File: config.mk
export PLATFORM = sky130hd
export DESIGN_NAME = tt_spine_ctrl
export DESIGN_NICKNAME = d
export VERILOG_FILES = /design/src/rtl/tt_spine_ctrl.sv
export SDC_FILE = /design/constraint.sdc
export NUM_CORES = 1
export LEC_CHECK = 0
export BUFFER_PORTS_ARGS = -buffer_cell sky130_fd_sc_hd__clkbuf_2
export CAP_MARGIN = 20
export CORE_MARGIN = 2
export CORE_UTILIZATION = 46
export DETAILED_ROUTE_END_ITERATION = 12
export GPL_TIMING_DRIVEN = 0
export PLACE_DENSITY = 0.85
export SLEW_MARGIN = 30
export SYNTH_ARGS = -nofsm -noshare
export SYNTH_HDL_FRONTEND = slang
export SYNTH_SLANG_ARGS = --single-unit
File: constraint.sdc
create_clock -name clk -period 5.8 [get_ports clk]
set_clock_uncertainty 0.2 [all_clocks]
set_input_delay 0.29 -clock clk [delete_from_list [all_inputs] [get_ports clk]]
set_output_delay 0.29 -clock clk [all_outputs]
set_load 0.02 [all_outputs]
File: src/rtl/tt_spine_ctrl.sv
// Spine-side controller: design-select address, break-before-make ena sequencing, user IO gating.
// Optional build macro TT_SPINE_CTRL_SYNC_EN adds 2-flop synchronizers on the pad strobes and ena_req.
module tt_spine_ctrl #(
  parameter int N_IO       = 8,
  parameter int N_O        = 8,
  parameter int N_I        = 10,
  parameter int SETTLE_CYC = 4,
  parameter int S_OW       = N_O + 2*N_IO + 2,
  parameter int S_IW       = N_I + N_IO + 13
) (
  input  logic              clk,
  input  logic              rst_n,
  input  logic              sel_inc,
  input  logic              sel_rst_n,
  input  logic              ena_req,
  input  logic [N_I-1:0]    ui_in,
  input  logic [N_IO-1:0]   uio_in,
  output logic [N_O-1:0]    uo_out,
  output logic [N_IO-1:0]   uio_out,
  output logic [N_IO-1:0]   uio_oe,
  output logic [S_IW-1:0]   spine_iw,
  input  logic [S_OW-1:0]   spine_ow,
  output logic [9:0]        cur_sel,
  output logic              active
);

  localparam int USR_IW = N_I + N_IO;
  localparam int USR_OW = N_O + 2*N_IO;
  localparam logic [7:0] SETTLE_LD = 8'(SETTLE_CYC);

  typedef enum logic [1:0] {
    ST_ACTIVE = 2'd0,
    ST_DROP   = 2'd1,
    ST_SETTLE = 2'd2
  } state_t;

  // pad_s = {ena_req, sel_rst_n, sel_inc} after optional synchronization
  logic [2:0] pad_s;

`ifdef TT_SPINE_CTRL_SYNC_EN
  logic [2:0] sync1_r;
  logic [2:0] sync2_r;

  // Two-flop synchronizer for the asynchronous pad controls
  always_ff @(posedge clk or negedge rst_n) begin
    if (!rst_n) begin
      sync1_r <= 3'b010;
      sync2_r <= 3'b010;
    end else begin
      sync1_r <= {ena_req, sel_rst_n, sel_inc};
      sync2_r <= sync1_r;
    end
  end

  assign pad_s = sync2_r;
`else
  assign pad_s = {ena_req, sel_rst_n, sel_inc};
`endif

  logic [1:0] cond_r;
  logic [1:0] prev_r;
  logic       inc_s;
  logic       clr_s;
  logic       event_s;
  logic       ena_cond_s;

  // Edge-detect stage for the two strobes: {sel_rst_n, sel_inc}
  always_ff @(posedge clk or negedge rst_n) begin
    if (!rst_n) begin
      cond_r <= 2'b10;
      prev_r <= 2'b10;
    end else begin
      cond_r <= pad_s[1:0];
      prev_r <= cond_r;
    end
  end

  assign clr_s      = prev_r[1] & ~cond_r[1];
  assign inc_s      = cond_r[0] & ~prev_r[0] & ~clr_s;
  assign event_s    = clr_s | inc_s;
  assign ena_cond_s = pad_s[2];

  state_t     state_r;
  state_t     state_next_s;
  logic [9:0] sel_r;
  logic [9:0] sel_next_s;
  logic [7:0] cnt_r;
  logic [7:0] cnt_next_s;
  logic       pend_clr_r;
  logic       pend_clr_next_s;
  logic       ena_r;
  logic       ena_next_s;
  logic       active_r;

  // FSM state register
  always_ff @(posedge clk or negedge rst_n) begin
    if (!rst_n) begin
      state_r <= ST_SETTLE;
    end else begin
      state_r <= state_next_s;
    end
  end

  // Next-state, address and settle-count logic
  always_comb begin
    state_next_s    = state_r;
    sel_next_s      = sel_r;
    cnt_next_s      = cnt_r;
    pend_clr_next_s = pend_clr_r;
    case (state_r)
      ST_ACTIVE: begin
        if (event_s) begin
          pend_clr_next_s = clr_s;
          state_next_s    = ST_DROP;
        end else begin
          state_next_s    = ST_ACTIVE;
        end
      end
      ST_DROP: begin
        if (pend_clr_r) begin
          sel_next_s = 10'd0;
        end else begin
          sel_next_s = sel_r + 10'd1;
        end
        cnt_next_s   = SETTLE_LD;
        state_next_s = ST_SETTLE;
      end
      ST_SETTLE: begin
        // Events here retarget immediately; ena is already low
        if (event_s) begin
          if (clr_s) begin
            sel_next_s = 10'd0;
          end else begin
            sel_next_s = sel_r + 10'd1;
          end
          cnt_next_s = SETTLE_LD;
        end else if (cnt_r == 8'd1) begin
          state_next_s = ST_ACTIVE;
        end else begin
          cnt_next_s = cnt_r - 8'd1;
        end
      end
      default: begin
        state_next_s = ST_SETTLE;
        cnt_next_s   = SETTLE_LD;
      end
    endcase
  end

  // ena only follows the request in cycles that will be ACTIVE
  always_comb begin
    ena_next_s = 1'b0;
    if (state_next_s == ST_ACTIVE) begin
      ena_next_s = ena_cond_s;
    end else begin
      ena_next_s = 1'b0;
    end
  end

  // Datapath registers and registered status outputs
  always_ff @(posedge clk or negedge rst_n) begin
    if (!rst_n) begin
      sel_r      <= 10'd0;
      cnt_r      <= SETTLE_LD;
      pend_clr_r <= 1'b0;
      ena_r      <= 1'b0;
      active_r   <= 1'b0;
    end else begin
      sel_r      <= sel_next_s;
      cnt_r      <= cnt_next_s;
      pend_clr_r <= pend_clr_next_s;
      ena_r      <= ena_next_s;
      active_r   <= (state_next_s == ST_ACTIVE);
    end
  end

  logic [USR_IW-1:0] usr_in_s;
  logic [USR_OW-1:0] usr_out_s;
  logic              ow_guard_unused_s;

  assign usr_in_s  = active_r ? {uio_in, ui_in} : {USR_IW{1'b0}};
  assign usr_out_s = active_r ? spine_ow[S_OW-2:1] : {USR_OW{1'b0}};
  assign ow_guard_unused_s = spine_ow[S_OW-1] ^ spine_ow[0];

  assign spine_iw = {1'b0, usr_in_s, sel_r, ena_r, 1'b0};
  assign uo_out   = usr_out_s[N_O-1:0];
  assign uio_out  = usr_out_s[N_O+N_IO-1:N_O];
  assign uio_oe   = usr_out_s[USR_OW-1:N_O+N_IO];
  assign cur_sel  = sel_r;
  assign active   = active_r;

endmodule

## Word level (Yosys, flattened, before mapping)

Cells that the tools add are included.

- Equality and inequality tests: 5
- Reductions and logical operators: 6
- Bitwise logic cells: 8
- Add/sub/neg operators: 2
- Mux-type cells: 14

Operators by type and width:

| cell | count |
|---|---|
| $mux 10 | 3 |
| $mux 24 | 1 |
| $pmux 10 s2 | 1 |
| $mux 18 | 1 |
| $mux 8 | 2 |
| $pmux 8 s2 | 1 |
| $add 10x1->10 const B | 1 |
| $eq 8x1->1 const B | 1 |
| $sub 8x1->8 const B | 1 |
| $reduce_and 2->1 | 3 |
| $logic_not 2->1 | 2 |
| $mux 2 | 2 |
| $not 1->1 | 4 |
| $pmux 2 s2 | 1 |
| $and 1x1->1 | 3 |
| $ne 3x3->1 const B | 1 |
| $eq 2x1->1 const B | 1 |
| $eq 2x2->1 const B | 1 |
| $mux 1 | 2 |
| $ne 2x2->1 const B | 1 |
| $reduce_bool 2->1 | 1 |
| $or 1x1->1 | 1 |

- Output and inout bits: 66
- Input port bits: 49
- Logic and storage cells: 43
- Register bits: 27

## Logic depth before layout (Yosys ltp)

- Depth in word-level cells: 9
- Depth in mapped cells: 7
- Gate-level depth less buffers: 6

## Worst setup path before layout

No wires, ideal clock.

- Path kind: register to register
- Start: register cnt_r[0]
- End: register cnt_r[6]
- Path buffers: 0
- Stages on the path, launching flop included: 7
- Arrival: 1.590 ns
- Required time: 5.520 ns
- Slack: 3.930 ns
- Clock period less this slack: 1.870 ns
- Library setup time: 0.080 ns
- Path through: dfrtp_1 > inv_1 > ha_1 > or3b_1 > or3_1 > nand4b_1 > o211ai_2

- Word-level cells in the longest chain between the ends: 4
- Elaborated cells on any way between the ends: 7
- Classes of those cells: add/sub (1); eq/ne (2); mux (3); reduce/logical (1)

RTL lines:

| element | line | RTL |
|---|---|---|
| start, declared | 87 | `logic [7:0] cnt_r;` |
| start signal, assigned | 170 | `cnt_r <= cnt_next_s;` |
| $sub 8x1->8 | 140 | `cnt_next_s = cnt_r - 8'd1;` |
| $mux 8 | 137 | `end else if (cnt_r == 8'd1) begin` |
| $mux 8 | 130 | `if (event_s) begin` |
| $pmux 8 s2 | 110 | `case (state_r)` |

Several ways; a longest one is shown, not always the timed one. The select of a mux whose other input is x is not followed.
A chain may end at the register's enable or synchronous reset.

## Worst setup path after layout

Same ends and word-level chain as after synthesis.

==> results.toml <==
[outcome]
status = "completed"

[setup_path]
worst-setup-path-type = "register to register"
max_stage_delay_ns = 0.41
slowest_stage = "dfrtp_1"
worstSetupEndpointType = "register"
critPathMaxFanout = 4
cp-start-kind = "register"
arrival_ns = 1.99
path_cells = "inv_1 -> ha_1 -> or3b_1 -> or3_1 -> nand4b_1 -> o211ai_2"
worst-path-buf-inv = 1
cp.required_ns = 5.80
reg2reg_slack_ns = 3.81
path_delay_family = "simple AND/OR/NAND/NOR gates"

[placed_design]
dp_hpwl_um = 3700
gp_congestion = 0.863
io_buffers = 110

[detailed_routing]
drtPass1Iterations = 4
drt-wirelength-per-cell_um = 12.7
first_iter_violations = 55
viasPerCell = 4.91
drc = 0
routed_wl_um = 4660
ant_nets = 0
dr_total_vias = 1808

[floorplan]
die_w_um = 67.6
num_io_pins = 115
dieArea_um2 = 4560
placementRows = 23
initial_core_util_pct = 47.1
die-height_um = 67.6
core_area_um2 = 3940

[yosys]
synth_edf_count = 0
synth.area.mux_share_pct = 3.30
synth.cell_area_um2 = 1860
synth_fa_ha_area_share_pct = 2.02
yosys.area.top_type = "dfrtp_1"
synth_ff_type = "dfrtp_1"
yosysWarnings = 0
synth_top_family_by_area = "simple AND/OR/NAND/NOR gates"
yosysSeqAreaShare_pct = 36.6
yosysUniqueCellTypes = 51
syn_inst = 200
synthTopCellsByArea = "dfrtp_1 31%, and2_1 14%, dfstp_2 5.7%"
synth_top_area_share_pct = 31.0
syn_area_per_cell_um2 = 9.29
ys_ff_latch = 27
synth_xor_xnor_area_share_pct = 0
synth_compound_area_share_pct = 13.5
synthArstFlopShare_pct = 100
yosys-top-cells-count = "43 x and2_1, 23 x dfrtp_1, 16 x nand2_1"
synth.most_common_cell = "and2_1"
synth-simple-area-share_pct = 34.4

[grt]
grt_pass1_wl_um = 6910
grt_pass1_vias = 1545
antenna_found_initial = 0
grt_max_degree = 28
grt_overflow = 0
gr-usage-all-layers_pct = 19.7

[timing]
final.setup.tns_ns = 0
max_freq_ghz = 0.503
setup_violations = 0
finalHoldViolCount = 0
rsz0062_at_grt = "false"
period_minus_slack_ns = 1.99
slew_violations = 0
worstMarginPinSlew_ns = 0.651
maxSlewHeadroom_pct = 56.6
min_period_over_period_pct = 34.3

[cells_and_area]
nNetsFinal = 371
diodes = 0
postLayoutCoreUtil_pct = 64.7
multi_input_area_um2 = 996
regArea_um2 = 681
fillerInstances = 331
syn_to_final_growth_pct = 37.2
drive_above_1_share_pct = 47.5

[run]
maxCapViolCount = 0

[clock_network]
clockBufferDepth = 2
worstSkewPairLatency_ns = 0.27
path_clk_slew_ns = 0.09
cts_tree = "done"
numClockSinks = 27
cts_resized = 0
h-tree-depth = 1
root_buffer = "clkbuf_8"
cts_buffers = 3

[pwr]
fin_total_pwr_mw = 0.901
pwr_density_cell_nw_per_um2 = 353
ir_drop_mv = 0.211
leakagePower_nw = 1.37

[worst_hold_path]
holdCritPathClass = "primary input to register"
placed cells by master (no fill, tap or decap), drive strengths merged, types with 2 or more instances in the layout:
master / instances
or2: 3
a21oi: 6
and2: 43
o21ai: 2
a211oi: 2
nand4b: 3
nand4: 3
and4: 2
o211ai: 2
nand2b: 6
mux2i: 5
nor2b: 2
dfrtp: 23
nand2: 16
inv: 8
dlygate4sd3: 3
nor4: 2
nor2: 6
buf: 17
clkbuf: 119
ha: 3
a22o: 7
nor3: 2
conb: 2
dfstp: 4
nand3: 10
nor3b: 2
and3: 2
registers in the layout, summed over array words and instances (netlist names):
signal	cells
cond_r	2
ena_r	1
state_r	2
prev_r	2
pend_clr_r	1
active	1
cnt_r	8
cur_sel	10
stage by stage:
step	hold slack [ns]	area, um^2	cells	setup slack, ns
floorplan	-0.206	1860	201	3.93
global placement	0.143	2470	361	3.86
detailed placement	0.155	2470	361	3.82
CTS	0.0127	2550	368	3.80
global route	0.00930	2550	368	3.70
finish	0.0136	2550	368	3.81
report_power, final:
group	leakage, nW	switching (mW)	internal (mW)	total, mW
registers	0.347	0.0531	0.237	0.290
logic	1.00	0.294	0.212	0.506
clock network	0.0228	0.0563	0.0492	0.105
tightest hold or removal path, cell delays in order:
cell and delay [ns]:
clkbuf_2 0.08, inv_1 0.05, nor3b_2 0.04
layer usage:
layer / vias up / part of all wire (%) / global-route usage [%]
li1: 907 / - / -
met1: 826 / 41 / 22.5
met2: 73 / 51 / 37.9
met3: 2 / 8.1 / 3.67
met4: 0 / 0.26 / 3.83
met5: - / 0 / 0
logic make-up after synthesis:
group | after synthesis
flip-flops | 27
multiplexers | 6
buffers and inverters | 30
adder cells (fa/ha/maj) | 3
AO/OA/AOI/OAI | 27
AND/OR/NAND/NOR | 106
other | 1
area by class of cell:
class	count	area share, %
Multi-Input combinational cell	144	39.1
Sequential cell	27	26.7
Timing Repair Buffer	113	22.8
Buffer	22	6.08
Tap cell	50	2.45
Clock buffer	4	1.77
Inverter	8	1.18
what timing repair did:
action	CTS	global route
setup buffers	0	0
hold buffers	3	0
endpoints found under the hold margin	25	0
path summary, 6_finish.rpt:
kind | startpoint | end | depth (start not counted)
worst max-delay path | cnt_r[0] | cnt_r[6] | 6
worst min-delay path | ena_req | ena_r | 3
worst max register to register | cnt_r[0] | cnt_r[6] | 6
worst min register to register | cond_r[1] | prev_r[1] | 0
max in group asynchronous | rst_n | cond_r[0] | 2
min in group asynchronous | rst_n | cur_sel[4] | 2
Power figures use the tool's default switching activity.
